### config.mk
export PLATFORM = sky130hd
export DESIGN_NAME = mask_row_deserializer
export DESIGN_NICKNAME = d
export VERILOG_FILES = /design/src/rtl/mask_row_deserializer.sv
export SDC_FILE = /design/constraint.sdc
export NUM_CORES = 2
export LEC_CHECK = 0
export CAP_MARGIN = 30
export CELL_PAD_IN_SITES_DETAIL_PLACEMENT = 1
export CELL_PAD_IN_SITES_GLOBAL_PLACEMENT = 2
export CORE_MARGIN = 5
export CORE_UTILIZATION = 35
export DETAILED_ROUTE_END_ITERATION = 10
export GPL_ROUTABILITY_DRIVEN = 0
export PLACE_DENSITY_LB_ADDON = 0.1
export SLEW_MARGIN = 40
export SYNTH_ARGS = -nofsm -noshare
export SYNTH_HDL_FRONTEND = slang
export SYNTH_SLANG_ARGS = --single-unit
export TNS_END_PERCENT = 30
### constraint.sdc
create_clock -name clk -period 3.8 [get_ports clk]
set_clock_uncertainty 0.15 [all_clocks]
set_input_delay 1.14 -clock clk [delete_from_list [all_inputs] [get_ports clk]]
set_output_delay 1.14 -clock clk [all_outputs]
set_load 0.01 [all_outputs]
### src/rtl/mask_row_deserializer.sv
// Reassembles one mask row from a burst of WORDS serial words, MSB-first per word.
// Latency: row_valid rises WORDS+1 edges after an accepted start (clk_en high, output free).
// Backpressure: a finished row waits in the shadow buffer (PEND) until row_out is acked or empty.
module mask_row_deserializer #(
  parameter int CHANNEL_WIDTH = 20,
  parameter int ROW_WIDTH     = 640
) (
  input  logic                     clk,
  input  logic                     rst_n,
  input  logic                     clk_en,
  input  logic                     start,
  input  logic [CHANNEL_WIDTH-1:0] din,
  output logic                     next,
  output logic [0:ROW_WIDTH-1]     row_out,
  output logic                     row_valid,
  input  logic                     row_ack,
  output logic                     busy,
  output logic                     overrun,
  input  logic                     clr_err
);

  localparam int WORDS = ROW_WIDTH / CHANNEL_WIDTH;
  localparam int CNT_W = $clog2(WORDS);
  localparam int REQ_W = $clog2(WORDS + 1);

  typedef enum logic [1:0] {IDLE, FETCH, PEND} state_t;

  state_t               state;
  logic [REQ_W-1:0]     req_cnt;
  logic [CNT_W-1:0]     cap_cnt;
  logic                 cap_vld;
  logic [0:ROW_WIDTH-1] shadow;

  logic                 out_free;
  logic                 final_cap;
  logic [REQ_W-1:0]     req_nxt;
  logic [0:ROW_WIDTH-1] full_row;

  always_comb begin
    out_free  = !row_valid || row_ack;
    final_cap = cap_vld && (cap_cnt == CNT_W'(WORDS - 1));
    req_nxt   = req_cnt + REQ_W'(next);
    full_row  = shadow;
    full_row[(WORDS-1)*CHANNEL_WIDTH +: CHANNEL_WIDTH] = din;
  end

  // Shadow row is pure datapath; stale contents are never exposed before a full refill.
  always_ff @(posedge clk) begin
    if (cap_vld)
      shadow[int'(cap_cnt)*CHANNEL_WIDTH +: CHANNEL_WIDTH] <= din;
  end

  always_ff @(posedge clk or negedge rst_n) begin
    if (!rst_n) begin
      state     <= IDLE;
      next      <= 1'b0;
      req_cnt   <= '0;
      cap_cnt   <= '0;
      cap_vld   <= 1'b0;
      row_out   <= '0;
      row_valid <= 1'b0;
      busy      <= 1'b0;
      overrun   <= 1'b0;
    end else begin
      // A request issued this edge returns on din next edge, independent of clk_en.
      cap_vld <= next;
      if (cap_vld)
        cap_cnt <= cap_cnt + CNT_W'(1);

      if (start && busy)
        overrun <= 1'b1;
      else if (clr_err)
        overrun <= 1'b0;

      if (row_valid && row_ack)
        row_valid <= 1'b0;

      case (state)
        IDLE: begin
          if (start && clk_en) begin
            state   <= FETCH;
            busy    <= 1'b1;
            next    <= 1'b1;
            req_cnt <= '0;
            cap_cnt <= '0;
          end
        end
        FETCH: begin
          req_cnt <= req_nxt;
          next    <= clk_en && (req_nxt < REQ_W'(WORDS));
          if (final_cap) begin
            if (out_free) begin
              row_out   <= full_row;
              row_valid <= 1'b1;
              state     <= IDLE;
              busy      <= 1'b0;
            end else begin
              state <= PEND;
            end
          end
        end
        PEND: begin
          if (out_free) begin
            row_out   <= shadow;
            row_valid <= 1'b1;
            state     <= IDLE;
            busy      <= 1'b0;
          end
        end
        default: begin
          state <= IDLE;
          busy  <= 1'b0;
          next  <= 1'b0;
        end
      endcase
    end
  end

endmodule

==> results.md <==
* Leakage at 25.25 nW
* Slew of the pin with the lowest slew margin at 0.8577 ns
* Minimum clock period at 3.655 ns
* Power Dens Cells at 1070 nW/um^2
* Adder-Cell Fraction of Synth Area at 0.4571%
* Hold_buf cts at 0
* Max cap viols at 0
* Setup crit start kind: register
* DR iter-0 viols at 2755
* Worst rel slew slack at 42.54%
* Number of buffers added on ports at 669
* R2R Path Start: cap_cnt[2]
* CTS tree: yes
* Layout area overhead at 32.11%
* Fin crit share at 96.19%
* Clk_lat worst skew at 0.78 ns
* Cell family with most CP delay: adder cells
* Fillers at 14470
* Hold Crit Class: in2async
* Vias/cell at 5.171
* Gr usage total at 25.93%
* Sequential-to-total area share from yosys stat at 70.08%
* Setup_tns at 0 ns
* Simple-gate area share of the yosys netlist at 8.347%
* Cells along the critical path: ha_1 > ha_1 > a21oi_1 > mux2i_1 > o21ai_4 > buf_12 > nor3_1
* CP max FO at 40
* Yosys cell types at 80
* Crit-path most repeated cell: ha_1
* Total power at 72.00 mW
* Finished Cell Area at 67270 sq um
* Critical Path RT at 4.06 ns
* Synth Area in Compound Gates at 3.194%
* Final WL at 201100 um
* Setup crit end kind: register
* Worst vdd rail ir drop at 0.6214 mV
* Max Transition Viols Final at 0
* Mapped Nets at 3512
* Ports at 670
* DR vias at 33210
* Hold_ws at 0.1187 ns
* Placed inst area at 62570 sq um
* Status: complete, no violations
* Fmax achieved at 273.6 MHz
* Layout Nets at 4423
* Grt total ovfl at 0
* Share of the synthesized area in the top cell type at 37.74%
* Clk root buf: clkbuf_16
* Antenna Violating Nets Remaining at 0
* Post-DP HPWL at 142500 um
* Biggest area consumer among synthesized cells: edfxtp_1
* H-tree levels at 4
* Worst setup startpoint: cap_cnt[2]
* WP data arrival at 3.91 ns
* Number of synthesized register bits at 1298
* Setup CP Type: reg2reg
* Mux contribution to synthesized area at 15.38%
* Largest family of logic cells by synthesized area: multiplexers
* Share of cells above drive strength 1 at 28.43%
* Unrepaired setup endpoints after global routing: no
* Initial antenna violation count at 16
* Synth warnings at 0
* Largest net degree at the start of global routing at 83
* Post-synth EDFFs at 640
* Synth Area in XOR/XNOR at 0.2212%
* Synthesized area per cell at 14.68 sq um
* # setup viols final at 0
* Max Root-Sink Buffers at 3
* Critical path's largest stage delay at 0.61 ns
* Buf+Inv Stages, Crit Path at 1
* Sink Count at 1298
* Rows at 140
* Drt pass-1 iters at 5
* Register Area at 35690 sq um
* Ys flop type: dfrtp_1
* First-pass GRT wire length at 276500 um
* # DRC at 0
* Synth Cell Area at 50920 sq um
* Initial Utilization at 35.06%
* Core area at 145200 sq um
* FFs w/ async S/R, synth at 50.69%
* Die width at 391.4 um
* WL per Instance at 31.31 um
* Die Ht at 391.4 um
* Number of global-route vias before repair at 34460
* Setup Buffers After CTS at 0
* Multi-input combinational cell area at 14410 sq um
* Clk slew on worst S/H paths at 0.06 ns
* Crit path max-delay cell type: nor3_1
* TritonCTS buffer count at 144
* Final hold violations at 0
* Die area at 153200 sq um
* Mapped Cells at 3468
* Dominant cells by area after synthesis: edfxtp_1 (38%), dfrtp_1 (32%), mux2_2 (14%)
-- state kept, by name, summed over array words and instances, names as in the netlist --
name       cells
cap_vld        1
cap_cnt        5
busy           1
next           1
overrun        1
req_cnt        6
state          2
row_valid      1
shadow       640
row_out      640
-- what timing repair did --
item | 4_1_cts | 5_1_grt
resized for setup | 0 | 4
setup endpoints to repair | 0 | 32
endpoints found under the hold margin | 0 | 0
-- metrics by stage --
step           instances  util, %  setup slack (ns)
5_1_grt             6419    46.32           0.06412
2_1_floorplan       3468        -            0.2547
3_3_place_gp        6149    43.07           0.06085
4_1_cts             6416    46.29           0.06473
3_5_place_dp        6150    43.09           0.04844
6_report            6422    46.32            0.1446
-- cells by family after synthesis --
family                     count (synthesis)
and+or+nand+nor                          991
DFF                                     1298
AOI/OAI and AO/OA                        210
buffers and inverters                    250
adders and majority gates                 18
muxes                                    692
xor gates and xnor gates                   9
-- worst paths after layout --
path,slack [ns],cells past startpoint,end
setup / recovery,0.14,7,shadow[492]
hold / removal,0.12,1,row_out[55]
setup reg to reg,0.14,7,shadow[492]
hold reg to reg,0.31,1,row_out[603]
max in group asynchronous,2.43,3,row_out[168]
min in group clk,0.31,1,row_out[603]
-- cells in the final DEF, fill, tap and decap left out, types with 16 or more instances in the layout --
master           Yosys  routed
clkbuf_1            62      46
mux2i_1             54      54
nand2_1             76      73
buf_12               0      70
nor2_1             664     663
mux2_2             628     628
edfxtp_1           640     640
o22ai_1             32      31
nand3_1             28      20
o21ai_0             43      43
buf_4               15     254
clkbuf_16            0     147
clkdlybuf4s50_1      0     668
clkbuf_8             0      32
dfrtp_1            658     656
inv_1               18      18
a22oi_1             18      18
ha_1                17      16
nor3_1             125     122
-- area by class of cell --
type	instances	share of cell area [%]
clock inverter	41	0.5413
clock buffer	225	6.380
multi-input combinational	1920	21.42
tap	1917	3.566
antenna	6	0.02232
timing repair buffer	994	14.90
inverter	21	0.1172
sequential	1298	53.05
-- synthesized netlist by cell type (all sizes together) (33+ instances only) --
master and number:
o21ai 60, buf 167, nor2 665, dfrtp 658, o22ai 33, nor3 135, clkbuf 62, a22oi 33
mux2i 55, edfxtp 640, mux2 628, nand2 81
-- where the power goes --
group | switching (mW) | internal [mW] | leakage (nW) | total, mW
Clock | 5.79 | 8.00 | 2.29 | 13.8
Combinational | 20.2 | 14.8 | 9.37 | 35.0
Sequential | 3.45 | 19.8 | 13.6 | 23.2
Total | 29.5 | 42.6 | 25.2 | 72.0
-- per-layer routing --
layer,wire (um),up-vias,part of all wire [%],GRT usage [%]
li1,-,14240,-,-
met1,87560,17570,44,35.75
met2,93420,1156,46,40.90
met3,14320,235,7.1,6.258
met4,5715,6,2.8,7.611
met5,42,-,0.021,0
Power figures use the tool's default switching activity.
